<file path="src/rtl/csi_pkg.sv">
// Shared definitions for the CSI-2 link layer: FSM states, protocol constants,
// and the header ECC function.
`timescale 1ns/1ps
package csi_pkg;

  typedef enum logic [2:0] {
    S_IDLE, S_PREP, S_SYNC, S_HDR, S_DATA, S_CRC, S_TRAIL, S_GAP
  } state_t;

  localparam logic [7:0]  SYNC_BYTE   = 8'hB8;
  localparam logic [15:0] CRC_POLY    = 16'h8408;
  localparam logic [15:0] CRC_INIT    = 16'hFFFF;
  localparam logic [5:0]  DT_LONG_MIN = 6'h10;

  // 6-bit Hamming over {wc, DI}; d[0] is DI bit 0. Upper two ECC bits are zero.
  function automatic logic [7:0] csi_ecc6(input logic [23:0] d);
    logic [5:0] p;
    p[0] = d[0]^d[1]^d[2]^d[4]^d[5]^d[7]^d[10]^d[11]^d[13]^d[16]^d[20]^d[21]^d[22]^d[23];
    p[1] = d[0]^d[1]^d[3]^d[4]^d[6]^d[8]^d[10]^d[12]^d[14]^d[17]^d[20]^d[21]^d[22]^d[23];
    p[2] = d[0]^d[2]^d[3]^d[5]^d[6]^d[9]^d[11]^d[12]^d[15]^d[18]^d[20]^d[21]^d[22];
    p[3] = d[1]^d[2]^d[3]^d[7]^d[8]^d[9]^d[13]^d[14]^d[15]^d[19]^d[20]^d[21]^d[23];
    p[4] = d[4]^d[5]^d[6]^d[7]^d[8]^d[9]^d[16]^d[17]^d[18]^d[19]^d[20]^d[22]^d[23];
    p[5] = d[10]^d[11]^d[12]^d[13]^d[14]^d[15]^d[16]^d[17]^d[18]^d[19]^d[21]^d[22]^d[23];
    return {2'b00, p};
  endfunction

endpackage

</file>
<file path="src/rtl/csi_crc16.sv">
// CSI-2 payload CRC-16, reflected, LANES bytes per cycle; byte 0 (low bits) first.
`timescale 1ns/1ps
module csi_crc16 import csi_pkg::*; #(
  parameter int LANES = 2
) (
  input  logic               clock,
  input  logic               areset_n,
  input  logic               clear,
  input  logic               enable,
  input  logic [8*LANES-1:0] data,
  output logic [15:0]        crc
);

  logic [15:0] nxt;

  always_comb begin
    nxt = crc;
    for (int i = 0; i < 8*LANES; i++)
      nxt = (nxt >> 1) ^ ((nxt[0] ^ data[i]) ? CRC_POLY : 16'h0000);
  end

  always_ff @(posedge clock or negedge areset_n) begin
    if (!areset_n)   crc <= CRC_INIT;
    else if (clear)  crc <= CRC_INIT;
    else if (enable) crc <= nxt;
  end

endmodule

</file>
<file path="src/rtl/csi_tx_packet_gen.sv">
// CSI-2 packet transmitter: command + word stream in, per-lane HS bytes out.
// Outputs are decoded only from flops, so no input reaches an output combinationally.
`timescale 1ns/1ps
module csi_tx_packet_gen import csi_pkg::*; #(
  parameter int         LANES  = 2,
  parameter logic [1:0] VC     = 2'b00,
  parameter int         T_PREP = 4,
  parameter int         T_GAP  = 8
) (
  input  logic               clock,
  input  logic               areset_n,
  input  logic               cmd_valid,
  output logic               cmd_ready,
  input  logic [5:0]         cmd_dt,
  input  logic [15:0]        cmd_wc,
  input  logic               data_valid,
  output logic               data_ready,
  input  logic [31:0]        data,
  output logic               hs_en,
  output logic [8*LANES-1:0] hs_data,
  output logic               underrun
);

  localparam int          HDR_CYC = 4 / LANES;
  localparam int          CRC_CYC = 2 / LANES;
  localparam logic [15:0] WMASK   = 16'(4 / LANES - 1);

  state_t                  state, nstate;
  logic [15:0]             cnt, ncnt;
  logic [5:0]              dt_q;
  logic [15:0]             wc_q;
  logic                    live_q;
  logic [31:0]             word_q;
  logic [LANES-1:0][7:0]   last_q, lane_b;
  logic [15:0]             crc;
  logic                    is_long;
  logic [15:0]             data_cyc;
  logic [31:0]             hdr_w;

  assign is_long  = dt_q >= DT_LONG_MIN;
  assign data_cyc = (LANES == 2) ? {1'b0, wc_q[15:1]} : wc_q;
  assign hdr_w    = {csi_ecc6({wc_q, VC, dt_q}), wc_q, VC, dt_q};
  assign hs_data  = lane_b;

  always_ff @(posedge clock or negedge areset_n) begin
    if (!areset_n) begin
      state <= S_IDLE;
      cnt   <= '0;
    end else begin
      state <= nstate;
      cnt   <= ncnt;
    end
  end

  always_comb begin
    nstate = state;
    ncnt   = cnt + 16'd1;
    unique case (state)
      S_IDLE: begin
        ncnt = '0;
        if (cmd_valid && cmd_ready) nstate = S_PREP;
      end
      S_PREP:  if (cnt == 16'(T_PREP - 1)) begin nstate = S_SYNC; ncnt = '0; end
      S_SYNC:  begin nstate = S_HDR; ncnt = '0; end
      S_HDR:   if (cnt == 16'(HDR_CYC - 1)) begin
        ncnt   = '0;
        nstate = !is_long ? S_TRAIL : (wc_q == '0) ? S_CRC : S_DATA;
      end
      S_DATA:  if (cnt == data_cyc - 16'd1) begin nstate = S_CRC; ncnt = '0; end
      S_CRC:   if (cnt == 16'(CRC_CYC - 1)) begin nstate = S_TRAIL; ncnt = '0; end
      S_TRAIL: begin nstate = S_GAP; ncnt = '0; end
      S_GAP:   if (cnt == 16'(T_GAP - 1)) begin nstate = S_IDLE; ncnt = '0; end
      default: begin nstate = S_IDLE; ncnt = '0; end
    endcase
  end

  always_comb begin
    cmd_ready = live_q && (state == S_IDLE);
    hs_en     = (state != S_IDLE) && (state != S_GAP);
    // Ready is raised the cycle before a word's first byte cycle, so the word
    // is captured on the edge that starts it.
    data_ready = (state == S_HDR && cnt == 16'(HDR_CYC - 1) && is_long && wc_q != '0) ||
                 (state == S_DATA && (cnt & WMASK) == WMASK && cnt != data_cyc - 16'd1);
    lane_b = '0;
    for (int k = 0; k < LANES; k++) begin
      unique case (state)
        S_SYNC:  lane_b[k] = SYNC_BYTE;
        S_HDR:   lane_b[k] = 8'(hdr_w >> (8 * (int'(cnt) * LANES + k)));
        S_DATA:  lane_b[k] = 8'(word_q >> (8 * (int'(cnt & WMASK) * LANES + k)));
        S_CRC:   lane_b[k] = 8'(crc >> (8 * (int'(cnt) * LANES + k)));
        S_TRAIL: lane_b[k] = {8{~last_q[k][7]}};
        default: lane_b[k] = '0;
      endcase
    end
  end

  always_ff @(posedge clock or negedge areset_n) begin
    if (!areset_n) begin
      live_q   <= 1'b0;
      dt_q     <= '0;
      wc_q     <= '0;
      word_q   <= '0;
      last_q   <= '0;
      underrun <= 1'b0;
    end else begin
      live_q <= 1'b1;
      if (cmd_valid && cmd_ready) begin
        dt_q <= cmd_dt;
        wc_q <= (cmd_dt >= DT_LONG_MIN) ? {cmd_wc[15:2], 2'b00} : cmd_wc;
      end
      if (data_ready) begin
        word_q <= data_valid ? data : '0;
        if (!data_valid) underrun <= 1'b1;
      end
      if (hs_en && state != S_TRAIL) last_q <= lane_b;
    end
  end

  csi_crc16 #(.LANES(LANES)) u_crc (
    .clock    (clock),
    .areset_n (areset_n),
    .clear    (state == S_IDLE),
    .enable   (state == S_DATA),
    .data     (lane_b),
    .crc      (crc)
  );

endmodule

</file>
<file path="config.mk">
export PLATFORM = sky130hd
export DESIGN_NAME = csi_tx_packet_gen
export DESIGN_NICKNAME = d
export VERILOG_FILES = /design/src/rtl/csi_pkg.sv /design/src/rtl/csi_crc16.sv /design/src/rtl/csi_tx_packet_gen.sv
export SDC_FILE = /design/constraint.sdc
export NUM_CORES = 1
export LEC_CHECK = 0
export BUFFER_PORTS_ARGS = -buffer_cell sky130_fd_sc_hd__buf_2
export CELL_PAD_IN_SITES_DETAIL_PLACEMENT = 1
export CELL_PAD_IN_SITES_GLOBAL_PLACEMENT = 2
export CORE_MARGIN = 10
export CORE_UTILIZATION = 37
export CTS_CLUSTER_SIZE = 14
export DETAILED_ROUTE_END_ITERATION = 10
export MAX_ROUTING_LAYER = met4
export PLACE_DENSITY_LB_ADDON = 0.1
export SKIP_CTS_REPAIR_TIMING = 1
export SLEW_MARGIN = 20
export SYNTH_ARGS = -nofsm -noshare
export SYNTH_HDL_FRONTEND = slang
export SYNTH_HIERARCHICAL = 1
export SYNTH_SLANG_ARGS = --single-unit
</file>
<file path="constraint.sdc">
create_clock -name clock -period 5.4 [get_ports clock]
set_input_delay 0.27 -clock clock [delete_from_list [all_inputs] [get_ports clock]]
set_output_delay 0.27 -clock clock [all_outputs]
set_load 0.02 [all_outputs]
</file>
======== Yosys cells after proc, flatten, opt, wreduce, memory -nomap -nowiden ========
Cells that the tools add are included.
word-level totals
  register bits after elaboration ......... 107
  bits in latches ......................... 0
  RAM bits ................................ 0
  bits in read-only memories .............. 0
  output and inout bits ................... 20
  logic and storage cells ................. 200
  memories ................................ 0
cells by class
  add/sub/neg operators ................... 4
  $mul .................................... 0
  divide/modulo/power cells ............... 0
  order comparisons ....................... 2
  equality and inequality tests ........... 20
  shifts and indexed selects .............. 6
  muxes and demuxes ....................... 37
  bitwise logic cells ..................... 102
  reduce and logical (&&, ||, !) cells .... 19
operator list
  operator                                            number
  2-to-1 mux 16 bit                                   23
  bitwise XOR 15 x 16 -> 16 bit                       16
  one-hot mux 16 bit (6 select lines)                 1
  bitwise XOR 1 bit                                   83
  one-hot mux 8 bit (5 select lines)                  2
  zero test 16 bit                                    2
  2-to-1 mux 32 bit                                   1
  right shift 30 x 32 -> 8 bit                        1
  right shift 32 x 5 -> 8 bit                         1
  right shift 32 x 6 -> 8 bit                         1
  right shift 30 x 20 -> 8 bit                        1
  one-hot mux 3 bit (8 select lines)                  1
  right shift 16 x 21 -> 8 bit                        1
  right shift 16 x 20 -> 8 bit                        1
  adder 17 x 1 -> 18 bit, second input constant       1
  2-to-1 mux 3 bit                                    6
  adder 16 x 1 -> 16 bit, second input constant       1
  == test 16 x 1 -> 1 bit, second input constant      1
  == test 16 bit                                      1
  == test 16 x 2 -> 1 bit, second input constant      1
  == test 16 x 3 -> 1 bit, second input constant      1
  inequality test 16 bit                              1
  nonzero test 16 bit                                 1
  subtractor 15 x 1 -> 16 bit, second input constant  1
  other kinds (19)                                    40

======== Depth between registers and ports, before layout ========
  word-level depth ........................ 64
  gate-level depth with buffers ........... 15
  depth with buffers taken out ............ 14

======== By module ========
Netlist, hierarchy kept.
by module, submodules not included
  module             times used  cells each  area an instance (um^2)  sequential area each (um^2)
  csi_tx_packet_gen  1           757         6468.7                   1926.8
  csi_crc16          1           114         1206.2                   420.4

======== Worst setup path before layout ========
No wires, ideal clock.
  path type ............................... register to register
  start ................................... reg cnt[15]
  end ..................................... reg u_crc.crc[0]
  library setup time ...................... 0.088 ns
  arrival time ............................ 4.420 ns
  required time ........................... 5.312 ns
  slack ................................... 0.891 ns
  cell stages (with the launch flop) ...... 16
  buffers on the path ..................... 2
  cells stage by stage .................... dfrtp_1 -> clkbuf_1 -> nor4_1 -> and4_1 -> nand3b_1 -> nor4_4 -> and2_1 -> buf_2 -> a221oi_1 -> o21ai_0 -> xor2_2 -> xnor2_2 -> xnor3_2 -> xor2_1 -> o21ai_1 -> or3b_1
between the ends
  cells in the longest elaborated chain, start to end .. 28
  elaborated cells between the ends (all ways) .. 37
ends and longest elaborated chain
  element                                                                       line                                              source
  start, declared                                                               csi_tx_packet_gen.sv:29                           logic [15:0] cnt, ncnt;
  start signal, assigned                                                        csi_tx_packet_gen.sv:51                           cnt <= ncnt;
  right shift 30 x 20 -> 8 bit or right shift 16 x 20 -> 8 bit (tied branches)  csi_tx_packet_gen.sv:88, csi_tx_packet_gen.sv:90
  one-hot mux 8 bit (5 select lines) (*)                                        csi_tx_packet_gen.sv:86                           unique case (state)
  via hs_data[0]                                                                csi_tx_packet_gen.sv:20                           output logic [8*LANES-1:0] hs_data,
  bitwise XOR 1 bit (*)                                                         csi_crc16.sv:19                                   nxt = (nxt >> 1) ^ ((nxt[0] ^ data[i]) ? CRC_POLY : 16'h0000);
  2-to-1 mux 16 bit (*)                                                         csi_crc16.sv:19
  bitwise XOR 15 x 16 -> 16 bit (*) (4 in series)                               csi_crc16.sv:19
  bitwise XOR 1 bit                                                             csi_crc16.sv:19
  2-to-1 mux 16 bit                                                             csi_crc16.sv:19
  bitwise XOR 15 x 16 -> 16 bit (*) (4 in series)                               csi_crc16.sv:19
  bitwise XOR 1 bit                                                             csi_crc16.sv:19
  2-to-1 mux 16 bit                                                             csi_crc16.sv:19
  bitwise XOR 15 x 16 -> 16 bit (*) (4 in series)                               csi_crc16.sv:19
  bitwise XOR 1 bit                                                             csi_crc16.sv:19
  2-to-1 mux 16 bit                                                             csi_crc16.sv:19
  bitwise XOR 15 x 16 -> 16 bit (*) (4 in series)                               csi_crc16.sv:19
  2-to-1 mux 16 bit (*)                                                         csi_crc16.sv:25                                   else if (enable) crc <= nxt;
  2-to-1 mux 16 bit (*)                                                         csi_crc16.sv:24                                   else if (clear) crc <= CRC_INIT;
  end signal, assigned                                                          csi_crc16.sv:25
  end, declared                                                                 csi_crc16.sv:11                                   output logic [15:0] crc
Mark *: on every way through the listed nets, which the timed path passes. The rest lies on a longest branch. The select of a mux whose other input is x is not followed.
A chain may end at the register's enable or synchronous reset.

======== Worst setup path in the final report ========
  start ................................... reg cnt[8]
  end ..................................... reg u_crc.crc[0]
between the ends
  cells in the longest elaborated chain, start to end .. 28
  elaborated cells between the ends (all ways) .. 37
ends and longest elaborated chain
  element                                                                       line
  right shift 30 x 20 -> 8 bit or right shift 16 x 20 -> 8 bit (tied branches)  csi_tx_packet_gen.sv:88, csi_tx_packet_gen.sv:90
  one-hot mux 8 bit (5 select lines)                                            csi_tx_packet_gen.sv:86
  bitwise XOR 1 bit                                                             csi_crc16.sv:19
  2-to-1 mux 16 bit                                                             csi_crc16.sv:19
  bitwise XOR 15 x 16 -> 16 bit (4 in series)                                   csi_crc16.sv:19
  bitwise XOR 1 bit                                                             csi_crc16.sv:19
  2-to-1 mux 16 bit                                                             csi_crc16.sv:19
  bitwise XOR 15 x 16 -> 16 bit (4 in series)                                   csi_crc16.sv:19
  bitwise XOR 1 bit                                                             csi_crc16.sv:19
  2-to-1 mux 16 bit                                                             csi_crc16.sv:19
  bitwise XOR 15 x 16 -> 16 bit (4 in series)                                   csi_crc16.sv:19
  bitwise XOR 1 bit                                                             csi_crc16.sv:19
  2-to-1 mux 16 bit                                                             csi_crc16.sv:19
  bitwise XOR 15 x 16 -> 16 bit (*) (4 in series)                               csi_crc16.sv:19
  2-to-1 mux 16 bit (*)                                                         csi_crc16.sv:25
  2-to-1 mux 16 bit (*)                                                         csi_crc16.sv:24
Mark *: on every way between the ends. The rest lies on a longest branch, timed or not. The select of a mux whose other input is x is not followed.

==> impl_metrics.csv <==
group,metric,value,unit
status,status,"completed",
logic_synthesis,synth-seq-area-share,30.58,%
logic_synthesis,synth_enable_flop_cells,0,
finish,mostFrequentLayoutCells,"nand3_1 (122), xnor2_1 (85), dfrtp_1 (76)",
logic_synthesis,synth_compound_area_share,17.61,%
logic_synthesis,synthesis.nets,935,
timing,fin_skew,0.01312,ns
logic_synthesis,avgSynthCellArea,8.812,µm²
route,route.vias.total,6888,
timing,period_share,91.01,%
timing,max_clock_freq,0.2035,GHz
route,firstDrtPassIters,5,
finish,n_antenna_cell,0,
floorplanning,die_x,164.0,µm
place,gp_congestion,0.8877,
route,drt_iter0_drc,398,
logic_synthesis,synth_cell_types,81,
place,io_buffers,77,
critical_path,crit_start,"cnt[8]",
logic_synthesis,synth-simple-area-share,21.91,%
global_routing,grt_use_total,20.33,%
cts,cts_root_buf,"clkbuf_16",
logic_synthesis,syn_area,7675,µm²
hold_path,hold_start,"cmd_wc[5]",
logic_synthesis,synthAdderAreaFrac,0.9782,%
cts,clock_latency,0.37,ns
floorplanning,num_rows,52,
flow_run,max_cap_violations,0,
timing,setup-tns-final,0,ns
finish,final_common_cell,"nand3_1",
timing,hold_viol,0,
floorplanning,die-area,26900,µm²
timing,rsz0062_at_grt,"no",
logic_synthesis,yosysWarningCount,6,
finish,nets,948,
logic_synthesis,async_flop_share,100.0,%
global_routing,gr-total-overflow,0,
logic_synthesis,muxShareOfSynthArea,6.081,%
floorplanning,core,20300,µm²
timing,setup_viol,0,
hold_path,hold_class,"in2reg",
logic_synthesis,ys_seq_elements,93,
route,antenna_left,0,
logic_synthesis,ys.flop_type,"dfrtp_1",
finish,syn_to_final_growth,8.771,%
global_routing,first_global_vias,7153,
cts,clkSlewWorstSetupHoldPaths,0.08,ns
floorplanning,die_y,164.0,µm
global_routing,antenna_found_initial,0,
logic_synthesis,netlist_instances,871,
logic_synthesis,synth_top_family_by_area,"simple AND/OR/NAND/NOR gates",
global_routing,grt_start_max_net_pins,67,
critical_path,critPathMaxFanout,10,
timing,drv_slew,0,
finish,drive_gt1_share,20.47,%
timing,tightest_slew,1.020,ns
critical_path,worstPathArrival,5.20,ns
critical_path,startpoint_type,"register",
global_routing,grt_pass1_wl,42090,µm
floorplanning,start_util,37.81,%
route,finalWirelength,26490,µm
critical_path,critical_path_required,5.69,ns
logic_synthesis,synthXorXnorAreaFrac,15.65,%
cts,clock-sinks,93,
critical_path,critical_path_class,"reg2reg",
place,hpwl,18780,µm
route,wire_per_inst,22.86,µm
floorplanning,ios,78,
critical_path,timing.rr.start,"cnt[8]",
cts,cts_max_path_buffers,2,
cts,htreeDepth,3,
timing,min_period,4.914,ns
cts,cts_tree,"built",
critical_path,endpoint_kind,"register",
cts,numCtsBuffers,9,
route,vias_per_cell,5.943,
route,drc,0,
timing,slew_headroom,31.87,%
cell usage after synthesis, types with 6 or more instances:
master | instances | area (µm²)
nor2_1 | 29 | 108.9
a311o_1 | 32 | 320.3
dfrtp_1 | 77 | 1927
nand4_1 | 35 | 219.0
ha_1 | 6 | 75.07
a21oi_1 | 69 | 345.3
nor3_1 | 16 | 80.08
xnor2_1 | 85 | 744.5
o311ai_0 | 8 | 70.07
clkbuf_1 | 58 | 217.7
buf_2 | 12 | 60.06
buf_4 | 6 | 45.04
nand3_1 | 122 | 610.6
o21ai_0 | 26 | 130.1
nand2_1 | 34 | 127.6
inv_1 | 19 | 71.32
a221oi_1 | 13 | 113.9
xor2_1 | 31 | 271.5
nor3b_1 | 6 | 45.04
mux2_2 | 28 | 315.3
buf_6 | 8 | 90.09
mux2i_1 | 14 | 140.1
dfstp_2 | 16 | 420.4
and3_1 | 11 | 68.82
sequential cells by signal (all words and copies together), names as in the netlist:
register	cells
wc_q	16
word_q	32
u_crc/crc	16
dt_q	6
live_q	1
cnt	16
state	3
last_q	2
underrun	1
metal layers:
layer	part of all wire (%)	global-route usage, %
met1	45	25.95
met2	49	33.45
met3	3.6	2.253
met4	1.7	5.768
met5	0	-
layout make-up:
cell class | count | area [µm²]
clock inverter | 7 | 65.06
sequential | 93 | 2349
tap | 270 | 337.8
timing repair buffer | 91 | 498.0
clock buffer | 9 | 225.2
fill | 2400 | 11950
multi-input combinational | 667 | 4791
inverter | 22 | 82.58
critical path: stages (launching register included):
cell      delay [ns]
dfrtp_1         0.48
nor4_1          0.34
and4_1          0.30
nand3b_1        0.22
nor4_4          0.54
and2_1          0.37
a221oi_1        0.13
o21ai_0         0.60
xor2_2          0.21
xnor2_2         0.42
xnor3_2         0.55
xor2_1          0.19
o21ai_1         0.13
or3b_1          0.37
per-stage QoR:
step / hold slack, ns / util (%) / instances / setup slack [ns] / cell area, µm²
5_1_grt: 0.1291 / 41.12 / 1159 / 0.1150 / 8348
2_1_floorplan: -0.02559 / - / 871 / 0.8914 / 7675
3_3_place_gp: 0.3474 / 39.63 / 1142 / 0.6824 / 8045
6_report: 0.1348 / 41.12 / 1159 / 0.4857 / 8348
3_5_place_dp: 0.3539 / 39.63 / 1142 / 0.5551 / 8045
4_1_cts: -0.03442 / 41.06 / 1158 / 0.5360 / 8335
worst paths after layout:
| path | to | slack, ns | cells after the start |
|---|---|---|---|
| worst min-delay path | wc_q[5] | 0.13 | 2 |
| worst max-delay path | u_crc/crc[0] | 0.49 | 13 |
| worst min register to register | underrun | 0.48 | 2 |
| worst max register to register | u_crc/crc[0] | 0.49 | 13 |
| min in group asynchronous | word_q[25] | 0.49 | 2 |
| max in group asynchronous | word_q[15] | 3.78 | 3 |
kinds of logic (layout without fill, tap and decap cells):
kind of cell | count (synthesis) | after routing
AND/OR/NAND/NOR | 300 | 300
AO/OA/AOI/OAI | 192 | 192
XOR/XNOR | 125 | 125
buffers and inverters | 111 | 129
flip-flops | 93 | 93
multiplexers | 43 | 43
adder cells (fa/ha/maj) | 6 | 6
other | 1 | 1
Power is not shown: default switching activity piles up to over one toggle a cycle in this logic, so the estimate is an artifact.
